$ cat config.mk
export PLATFORM = sky130hd
export DESIGN_NAME = cpu_control
export DESIGN_NICKNAME = d
export VERILOG_FILES = /design/src/rtl/cpu_pkg.sv /design/src/rtl/cpu_control.sv
export SDC_FILE = /design/constraint.sdc
export NUM_CORES = 1
export LEC_CHECK = 0
export BUFFER_PORTS_ARGS = -buffer_cell sky130_fd_sc_hd__clkbuf_2
export CAP_MARGIN = 20
export CORE_UTILIZATION = 40
export CTS_BUF_LIST = sky130_fd_sc_hd__clkbuf_8
export DETAILED_ROUTE_END_ITERATION = 6
export PLACE_DENSITY = 0.64
export SLEW_MARGIN = 25
export SYNTH_ARGS = -nofsm -noshare
export SYNTH_HDL_FRONTEND = slang
export SYNTH_SLANG_ARGS = --single-unit
export TNS_END_PERCENT = 50
$ cat constraint.sdc
create_clock -name _iClk -period 4.6 [get_ports _iClk]
set_input_delay 0.23 -clock _iClk [delete_from_list [all_inputs] [get_ports _iClk]]
set_output_delay 0.23 -clock _iClk [all_outputs]
set_load 0.05 [all_outputs]
$ cat src/rtl/cpu_pkg.sv
// +----------------------------------------------------------------------+
// | cpu_pkg : shared opcode, state and ALU-op encodings for the CPU core  |
// | Revision: 1.0                                                        |
// +----------------------------------------------------------------------+
`default_nettype none

package cpu_pkg;

  typedef enum logic [3:0] {
    OP_NOP = 4'h0,
    OP_LDI = 4'h1,
    OP_LDA = 4'h2,
    OP_STA = 4'h3,
    OP_ADD = 4'h4,
    OP_ADC = 4'h5,
    OP_SUB = 4'h6,
    OP_SBC = 4'h7,
    OP_JMP = 4'h8,
    OP_JZ  = 4'h9,
    OP_JC  = 4'hA,
    OP_JN  = 4'hB,
    OP_HLT = 4'hF
  } opcode_t;

  typedef enum logic [2:0] {
    S_FETCH_OP  = 3'd0,
    S_FETCH_ARG = 3'd1,
    S_DECODE    = 3'd2,
    S_EXEC      = 3'd3,
    S_MEM_WAIT  = 3'd4,
    S_ALU_WB    = 3'd5,
    S_HALT      = 3'd6
  } state_t;

  localparam logic ALU_OP_ADD = 1'b0;
  localparam logic ALU_OP_SUB = 1'b1;

endpackage

`default_nettype wire

$ cat src/rtl/cpu_control.sv
// +----------------------------------------------------------------------+
// | cpu_control : fetch/decode/execute sequencer of the 8-bit acc CPU     |
// | Revision: 1.0                                                        |
// +----------------------------------------------------------------------+
`default_nettype none

module cpu_control
  import cpu_pkg::*;
(
  input  logic       _iClk,
  input  logic       _iReset,
  input  logic [7:0] _iInstMemData,
  input  logic [7:0] _iDataMemRData,
  input  logic [7:0] _iAluRes,
  input  logic       _iAluFlagCarry,
  input  logic       _iAluFlagZero,
  input  logic       _iAluFlagNeg,
  output logic [7:0] _oInstMemAddr,
  output logic [7:0] _oDataMemAddr,
  output logic [7:0] _oDataMemWData,
  output logic       _oDataMemWrite,
  output logic [7:0] _oAccumulator,
  output logic [7:0] _oAluB,
  output logic       _oAluC,
  output logic       _oAluEn,
  output logic       _oAluOp,
  output logic       _oHalted
);

  state_t     state, state_nxt;
  opcode_t    ir, ir_nxt;
  logic [7:0] pc, pc_nxt;
  logic [7:0] arg, arg_nxt;
  logic [7:0] acc, acc_nxt;
  logic       is_alu, use_carry, is_sub;

  // Only the opcode nibble is kept; the low nibble of the opcode byte is don't-care.
  always_comb begin
    is_alu    = 1'b0;
    use_carry = 1'b0;
    is_sub    = 1'b0;
    case (ir)
      OP_ADD: is_alu = 1'b1;
      OP_ADC: begin is_alu = 1'b1; use_carry = 1'b1; end
      OP_SUB: begin is_alu = 1'b1; is_sub = 1'b1; end
      OP_SBC: begin is_alu = 1'b1; use_carry = 1'b1; is_sub = 1'b1; end
      default: ;
    endcase
  end

  always_comb begin
    state_nxt = state;
    ir_nxt    = ir;
    pc_nxt    = pc;
    arg_nxt   = arg;
    acc_nxt   = acc;
    case (state)
      S_FETCH_OP: begin
        pc_nxt    = pc + 8'd1;
        state_nxt = S_FETCH_ARG;
      end
      S_FETCH_ARG: begin
        ir_nxt    = opcode_t'(_iInstMemData[7:4]);
        pc_nxt    = pc + 8'd1;
        state_nxt = S_DECODE;
      end
      S_DECODE: begin
        arg_nxt   = _iInstMemData;
        state_nxt = S_FETCH_OP;
        case (ir)
          OP_LDI: acc_nxt = _iInstMemData;
          OP_JMP: pc_nxt  = _iInstMemData;
          OP_JZ:  if (_iAluFlagZero)  pc_nxt = _iInstMemData;
          OP_JC:  if (_iAluFlagCarry) pc_nxt = _iInstMemData;
          OP_JN:  if (_iAluFlagNeg)   pc_nxt = _iInstMemData;
          OP_HLT: state_nxt = S_HALT;
          OP_LDA, OP_STA, OP_ADD, OP_ADC, OP_SUB, OP_SBC: state_nxt = S_EXEC;
          default: ;
        endcase
      end
      S_EXEC: begin
        state_nxt = (ir == OP_STA) ? S_FETCH_OP : S_MEM_WAIT;
      end
      S_MEM_WAIT: begin
        if (is_alu) begin
          state_nxt = S_ALU_WB;
        end else begin
          acc_nxt   = _iDataMemRData;
          state_nxt = S_FETCH_OP;
        end
      end
      S_ALU_WB: begin
        acc_nxt   = _iAluRes;
        state_nxt = S_FETCH_OP;
      end
      S_HALT:  state_nxt = S_HALT;
      default: state_nxt = S_FETCH_OP;
    endcase
  end

  always_ff @(posedge _iClk) begin
    if (_iReset) begin
      state <= S_FETCH_OP;
      ir    <= OP_NOP;
      pc    <= 8'h00;
      arg   <= 8'h00;
      acc   <= 8'h00;
    end else begin
      state <= state_nxt;
      ir    <= ir_nxt;
      pc    <= pc_nxt;
      arg   <= arg_nxt;
      acc   <= acc_nxt;
    end
  end

  assign _oInstMemAddr  = pc;
  assign _oDataMemAddr  = arg;
  assign _oDataMemWData = acc;
  assign _oAccumulator  = acc;
  assign _oAluB         = _iDataMemRData;
  assign _oAluC         = use_carry & _iAluFlagCarry;
  assign _oAluOp        = is_sub ? ALU_OP_SUB : ALU_OP_ADD;

  // Strobes are masked by reset so an abandoned instruction never leaks a write or ALU op.
  assign _oDataMemWrite = (state == S_EXEC) && (ir == OP_STA) && !_iReset;
  assign _oAluEn        = (state == S_MEM_WAIT) && is_alu && !_iReset;
  assign _oHalted       = (state == S_HALT) && !_iReset;

endmodule

`default_nettype wire

# Word level (Yosys, flattened, before mapping)
# Cells that the tools add are included.
dict set report classes {
  div_mod_pow 0
  bitwise 1
  n_mux 16
  reduce_logical 16
  shift 0
  n_eq_ne 24
  addsub 1
  n_lt_le_gt_ge 0
  mul 0
}
# operator n
set op_table {}
lappend op_table {{$mux W8} 5}
lappend op_table {{$pmux W8 S4} 1}
lappend op_table {{$pmux W8 S3} 1}
lappend op_table {{$eq A4 B4 Y1 const B} 5}
lappend op_table {{$pmux W3 S6} 1}
lappend op_table {{$eq A4 B3 Y1 const B} 4}
lappend op_table {{$pmux W8 S2} 1}
lappend op_table {{$eq A3 B3 Y1 const B} 3}
lappend op_table {{$ne A3 B3 Y1 const B} 3}
lappend op_table {{$add A8 B1 Y8 const B} 1}
lappend op_table {{$eq A4 B2 Y1 const B} 2}
lappend op_table {{$eq A3 B2 Y1 const B} 2}
lappend op_table {{$mux W3} 2}
lappend op_table {{$pmux W3 S2} 1}
lappend op_table {{$reduce_or A2 Y1} 3}
lappend op_table {{$reduce_or A6 Y1} 1}
lappend op_table {{$logic_and A1 B1 Y1} 5}
lappend op_table {{$ne A5 B2 Y1 const B} 1}
lappend op_table {{$reduce_and A5 Y1} 1}
lappend op_table {{$eq A4 B1 Y1 const B} 1}
lappend op_table {{$mux W1} 4}
lappend op_table {{$reduce_or A4 Y1} 1}
lappend op_table {{$eq A3 B1 Y1 const B} 1}
lappend op_table {{$logic_not A3 Y1} 1}
lappend op_table {{7 further kinds} 7}
dict set report word_totals {
  latchBits 0
  in_bits 29
  ram_bits 0
  memories 0
  ff_bits 31
  output_inout_bits 45
  rom_bits 0
  elab_cells 63
}

# Longest topological paths before layout
# Gate-level depths: netlist of the first run.
dict set report logic_depth {
  word_depth 5
  ltp_mapped 7
}

# Least setup slack after synthesis of the first run
# OpenSTA, ideal clock, no wires.
dict set report synth_timing {
  path_type {register to output}
  startpoint {register ir[2]}
  endpoint {output port _oAluEn}
  slack_ns 2.011
  t_required_ns 4.370
  stages_incl_launch_ff 4
  t_arrival_ns 2.359
  n_path_buf 1
  path_cell_list {dfxtp_1 > clkbuf_1 > nand2b_1 > nor4_1}
}
dict set report synth_via {
  elab_chain_cells 5
  word_cells_on_any_way 8
  cone_classes {4 x eq/ne; 1 x mux; 3 x reduce/logical}
}
# element line_no
set synth_rtl {}
lappend synth_rtl {{from (decl)} cpu_control.sv:31} ;# opcode_t ir, ir_nxt;
lappend synth_rtl {{from (signal assigned)} cpu_control.sv:110} ;# ir <= ir_nxt;
lappend synth_rtl {{$eq A4 B3 Y1} cpu_control.sv:42} ;# case (ir)
lappend synth_rtl {{$reduce_or A4 Y1 (no line) *} n/a}
lappend synth_rtl {{$mux W1 *} cpu_control.sv:42}
lappend synth_rtl {{$logic_and A1 B1 Y1 * (2 in series)} cpu_control.sv:127} ;# assign _oAluEn = (state == S_MEM_WAIT) && is_alu && !_iReset;
lappend synth_rtl {{to (decl)} cpu_control.sv:25} ;# output logic _oAluEn,
# Mark *: on every way between the ends. The rest lies on a longest branch, timed or not.

# Worst setup path in the final report of the first run
dict set report layout_timing {
  startpoint {register state[0]}
  endpoint {register acc[4] (netlist: _oAccumulator[4])}
}
dict set report layout_via {
  elab_chain_cells 3
  word_cells_on_any_way 8
  cone_classes {5 x eq/ne; 1 x mux; 2 x reduce/logical}
}
# element line_no
set layout_rtl {}
lappend layout_rtl {{from (decl)} cpu_control.sv:30} ;# state_t state, state_nxt;
lappend layout_rtl {{from (signal assigned)} cpu_control.sv:109} ;# state <= state_nxt;
lappend layout_rtl {{$eq A3 B2 Y1 / $eq A3 B3 Y1 (equally long branches)} cpu_control.sv:57} ;# case (state)
lappend layout_rtl {{$ne A2 B1 Y1 (no line) (tied with other cells)} n/a}
lappend layout_rtl {{$reduce_and A3 Y1 (no line)} n/a}
lappend layout_rtl {{to (signal assigned)} cpu_control.sv:113} ;# acc <= acc_nxt;
lappend layout_rtl {{to (decl)} cpu_control.sv:34} ;# logic [7:0] acc, acc_nxt;
# Several ways; a longest one is shown, not always the timed one.
# A chain may end at the register's enable or synchronous reset.

==> results of run 1 <==
==> registers in the layout, summed over array words and instances, names as in the netlist <==
name and cells:
_oAccumulator 8, _oDataMemAddr 8, _oInstMemAddr 8, ir 4, state 3
==> area by class of cell <==
class | instances | area share
inverter | 4 | 0.00700
timing repair buffer | 73 | 0.170
tap | 52 | 0.0303
clock inverter | 1 | 0.00233
clock buffer | 6 | 0.0385
sequential | 31 | 0.289
multi-input combinational | 155 | 0.462
==> stage by stage <==
| stage | hold WS (ps) | total power, uW | cells |
|---|---|---|---|
| 2_1_floorplan | 366 | 471 | 223 |
| 3_3_place_gp | 448 | 511 | 315 |
| 3_5_place_dp | 449 | 514 | 315 |
| 4_1_cts | 215 | 731 | 322 |
| 5_1_grt | 251 | 764 | 322 |
| 6_report | 222 | 725 | 322 |
==> report_power, final <==
part | switching, uW | internal, uW | total [uW]
logic | 131 | 59.5 | 190
registers | 30.7 | 287 | 318
clock network | 100 | 117 | 217
==> routing by layer <==
metal  wire [um]  global-route usage  part of all wire  vias up
met5           0                   0                 0        -
met4          51              0.0800             0.011        0
met3         338              0.0538             0.073        5
met2        2110               0.297              0.46       90
met1        2140               0.270              0.46      834
li1            -                   -                 -      898
==> worst min-delay path: cells and delay by family <==
family,cells,cell delay [ps]
buffers and inverters,1,120
and+or+nand+nor,1,60
AOI/OAI and AO/OA,1,50
==> synthesized netlist by cell type (all sizes together) (2+ instances only) <==
| library cell | number |
|---|---|
| o22ai | 2 |
| inv | 4 |
| a31o | 2 |
| dfxtp | 31 |
| or3 | 2 |
| a32o | 2 |
| a22oi | 2 |
| nand2b | 3 |
| nor3 | 3 |
| nand2 | 32 |
| nand3b | 2 |
| a21oi | 22 |
| o21ai | 10 |
| or3b | 2 |
| buf | 22 |
| clkbuf | 11 |
| nor3b | 2 |
| o221ai | 8 |
| or4 | 3 |
| nand3 | 10 |
| mux2i | 11 |
| o21a | 2 |
| a221o | 2 |
| nor2b | 2 |
| nor2 | 10 |
| nor4 | 2 |
| a221oi | 3 |
==> logic make-up (layout without fill, tap and decap cells) <==
logic type | after synthesis | count (layout)
simple gates | 79 | 79
compound gates | 63 | 63
buf+inv | 37 | 84
flops | 31 | 31
mux | 12 | 12
fa+ha+maj | 1 | 1
==> path summary, 6_finish.rpt <==
path	from	endpoint	slack, ps	cells past startpoint
worst min register to register	_oDataMemAddr[3]$_SDFFE_PP0N_	_oDataMemAddr[3]$_SDFFE_PP0N_	450	2
worst max register to register	state[0]$_SDFF_PP0_	_oAccumulator[4]$_SDFFE_PP0P_	2310	4
worst max-delay path	state[0]$_SDFF_PP0_	_oAccumulator[4]$_SDFFE_PP0P_	2310	4
worst min-delay path	_iInstMemData[0]	_oDataMemAddr[0]$_SDFFE_PP0N_	220	3
==> out/metrics.cfg, run 1 <==
[routing]
drc = 0
vias_per_cell = 5.67
wl_um = 4640
drtAntennaViolNets = 0
dr.pass1.iters = 4
drtIter0Drc = 164
wl_per_cell_um = 14.4
vias = 1827

[clock_tree]
root_buffer = clkbuf_8
cts_buffer_depth = 2
clock_latency_ps = 280
htree_num_levels = 2
cts_buffers = 5
cts_setup_buffers = 0
clock-sinks = 31
cts_tree = done
ctsResizeCount = 0
cts.clk_slew.worst_paths_ps = 60
ctsHoldBuffers = 0

[setup_path]
path_cells = or3b_1 > or4_4 > nand3_1 > a21oi_1
cpPeakStageDelay_ps = 780
path_class = reg -> reg
cp_top_family = simple AND/OR/NAND/NOR gates
start_kind = flip-flop
arrival_ps = 2430
critPathMaxFanout = 21
cp_slowest_cell = or3b_1
worstPathRequired_ps = 4740
worstSetupEndpointType = flip-flop
critPathBufInv = 0

[min_path]
worst_hold_path_type = in -> reg

[floorplan]
die_area_um2 = 4850
pin_count = 74
die_w_um = 69.7
die_h_um = 69.7
start_util = 0.418
rows = 24
coreArea_um2 = 4380

[global_routing]
antenna_found_initial = 0
overflow = 0
grt_pass1_vias = 1611
grtUsageTotal = 0.198
grt_pass1_wl_um = 7620
grt_max_degree = 36

[cells_and_area]
multi_input_area_um2 = 992
final_cell_mix = clkbuf_2 (73), nand2_1 (32), dfxtp_1 (31)
fillers = 430
postLayoutCellArea_um2 = 2150
final_util = 0.489
drive_gt1_frac = 0.337
syn2layout_area_growth_pct = 17.1
final_common_cell = clkbuf_2
regArea_um2 = 621
fin_nets = 300
n_antenna_cell = 0

[power]
power_density_nw_per_um2 = 338
ir_drop_v = 0.000194
p_leak_uw = 0.000890

[timing]
setup_violations = 0
rsz0062_at_grt = false
finalHoldViolCount = 0
tightest_slew_ps = 869
maxSlewViolCount = 0
post-route-period-util = 0.498
tns_ps = 0
fin_crit_ps = 2290
layout_setup_ws_ps = 2310
fmax_mhz = 436
slew_headroom = 0.420
skew_ps = 3.02

[synth]
synthMuxAreaShare = 0.0663
ys_seq_area_frac = 0.339
synth_top_area_share = 0.339
synth_area_um2 = 1830
synth-compound-area-share = 0.237
synth_area_per_cell_um2 = 8.21
yosysTopAreaCell = dfxtp_1
synth_cell_types = 51
synth_area_leaders = dfxtp_1 (34%), buf_4 (6.6%), nand2_1 (6.6%), a21oi_1 (6.0%), mux2i_1 (6.0%)
synth_edf_count = 0
synth_fp_nets = 253
ys_async_sr_fraction = 0
synthFlopType = dfxtp_1
synthSimpleGateAreaFrac = 0.232
synth_xor_area_frac = 0
yosysWarnings = 0
syn_inst = 223
synth_adder_area_share = 0.00683
synth_top_family_by_area = compound AO/OA/AOI/OAI gates
ys_ff_latch = 31

[placed_design]
place_area_um2 = 2060
io_buffers = 73
gp_congestion = 0.828
pre_cts_slack_ps = 2320
dp_hpwl_um = 3390

[job]
maxCapViolCount = 0

[run_status]
status = finished clean

(Power assumes the default switching activity.)
==> run 2: changes to the inputs <==
Settings changed: PLACE_DENSITY 0.64 to 0.67.
Clock period 4.6 ns to 1.9 ns, I/O delays scaled along.
==> out/metrics.cfg, run 2 (synthesized netlist as in run 1, its figures left out) <==
[run_status]
status = finished clean  ; unchanged

[clock_tree]
ctsResizeCount = 0  ; unchanged
htree_num_levels = 2  ; unchanged
cts_tree = done  ; unchanged
cts_buffer_depth = 2  ; unchanged
cts_buffers = 5  ; unchanged
clock-sinks = 31  ; unchanged
cts.clk_slew.worst_paths_ps = 60  ; about the same
cts_setup_buffers = 0  ; unchanged
ctsHoldBuffers = 0  ; unchanged
root_buffer = clkbuf_8  ; unchanged
clock_latency_ps = 280  ; about the same

[routing]
wl_per_cell_um = 14.0  ; was 14.4 um
drtAntennaViolNets = 0  ; unchanged
dr.pass1.iters = 4  ; unchanged
drc = 0  ; unchanged
wl_um = 4660  ; was 4640 um
drtIter0Drc = 125  ; was 164
vias = 1844  ; was 1,827
vias_per_cell = 5.54  ; was 5.67

[timing]
slew_headroom = 0.642  ; was 0.420
rsz0062_at_grt = false  ; unchanged
fmax_mhz = 582
post-route-period-util = 0.904
finalHoldViolCount = 0  ; unchanged
setup_violations = 0  ; unchanged
maxSlewViolCount = 0  ; unchanged
tightest_slew_ps = 537  ; was 869 ps
fin_crit_ps = 1720
skew_ps = 3.17  ; was 3.02 ps

[global_routing]
grtUsageTotal = 0.200  ; was 0.198
overflow = 0  ; unchanged
grt_pass1_vias = 1642  ; was 1,611
grt_pass1_wl_um = 7780  ; was 7620 um
grt_max_degree = 27  ; was 36
antenna_found_initial = 0  ; unchanged

[job]
maxCapViolCount = 0  ; unchanged

[floorplan]
coreArea_um2 = 4380  ; unchanged
start_util = 0.418  ; unchanged
die_h_um = 69.7  ; unchanged
die_area_um2 = 4850  ; unchanged
rows = 24  ; unchanged
pin_count = 74  ; unchanged
die_w_um = 69.7  ; unchanged

[cells_and_area]
n_antenna_cell = 0  ; unchanged
final_common_cell = clkbuf_2  ; unchanged
final_cell_mix = clkbuf_2 (72), nand2_1 (32), dfxtp_1 (30)  ; was clkbuf_2 (73), nand2_1 (32), dfxtp_1 (31)
fin_nets = 310  ; was 300
drive_gt1_frac = 0.370  ; was 0.337
syn2layout_area_growth_pct = 22.7  ; was 17.1%
final_cells = 333  ; was 322

[power]
finalPower_uw = 1820  ; was 725 uW
p_leak_uw = 0.000950  ; was 0.000890 uW
p_clk_frac = 0.310  ; was 0.300
p_sw_uw = 633  ; was 262 uW
seqPwrFrac = 0.411  ; was 0.438
power_density_nw_per_um2 = 808  ; was 338 nW/um2
p_int_uw = 1180  ; was 463 uW
swShare = 0.349  ; was 0.361
power_frac_comb = 0.279  ; was 0.262
ir_drop_v = 0.000383  ; was 0.000194 V

[setup_path]
arrival_ps = 1620  ; was 2430 ps
start_kind = flip-flop  ; unchanged
r2r_slack_ps = 190  ; was 2310 ps
critPathMaxFanout = 8  ; was 21
worstPathRequired_ps = 1800  ; was 4740 ps
worstSetupEndpointType = output pin  ; was flip-flop
path_class = reg -> out  ; was reg -> reg

[placed_design]
placed_cells_incl_taps = 325  ; was 315
dp_hpwl_um = 3480  ; was 3390 um
io_buffers = 73  ; unchanged
gp_congestion = 0.806  ; was 0.828

[min_path]
worst_hold_path_type = in -> reg  ; unchanged

## run 2: path summary, 6_finish.rpt
check,start,end,cells after the start
min,_iInstMemData[0],_oDataMemAddr[0]$_SDFFE_PP0N_,3
min reg2reg,_oDataMemAddr[3]$_SDFFE_PP0N_,_oDataMemAddr[3]$_SDFFE_PP0N_,2
max,ir[1]$_SDFFE_PP0N_,_oDataMemWrite,4
max reg2reg,state[2]$_SDFF_PP0_,_oAccumulator[0]$_SDFFE_PP0P_,5
## run 2: worst max-delay path: stages, from the launching register on
cell and delay, ps:
dfxtp_1 350, buf_4 180, nor4bb_2 330, nor3b_1 200, buf_2 290
## run 2: metrics by stage
step	setup slack [ps]	utilization	hold slack, ps	TNS (ps)	instance area (um2)
floorplan	-296	-	231	-366	1840
global placement	232	0.488	381	0	2140
detailed placement	216	0.488	387	0	2140
CTS	95.9	0.511	94.7	0	2240
global route	28.6	0.513	100	0	2250
finish	183	0.513	89.8	0	2250
## run 2: area by class of cell
type                    instances  area [um2]
flip-flops and latches         31         622
multi-input cells             155        1000
inverters                       4        15.0
repair buffers                 83         440
fillers                       438        2140
clock buffers                   7        96.3
clock inverters                 1        3.75
well taps                      52        65.1
## run 2: layer usage
metal	global-route usage	up-vias	share of wire
li1	-	921	-
met1	0.265	859	0.48
met2	0.328	57	0.46
met3	0.0465	7	0.049
met5	0	-	0
met4	0.0533	0	0.011
## run 2: power by group through the flow
stage          Clock [uW]  Combinational [uW]  Sequential, uW
2_1_floorplan           0                 294             848
4_1_cts               572                 507             745
3_5_place_dp            0                 506             760
5_1_grt               601                 548             754
3_3_place_gp            0                 503             759
6_report              563                 506             747
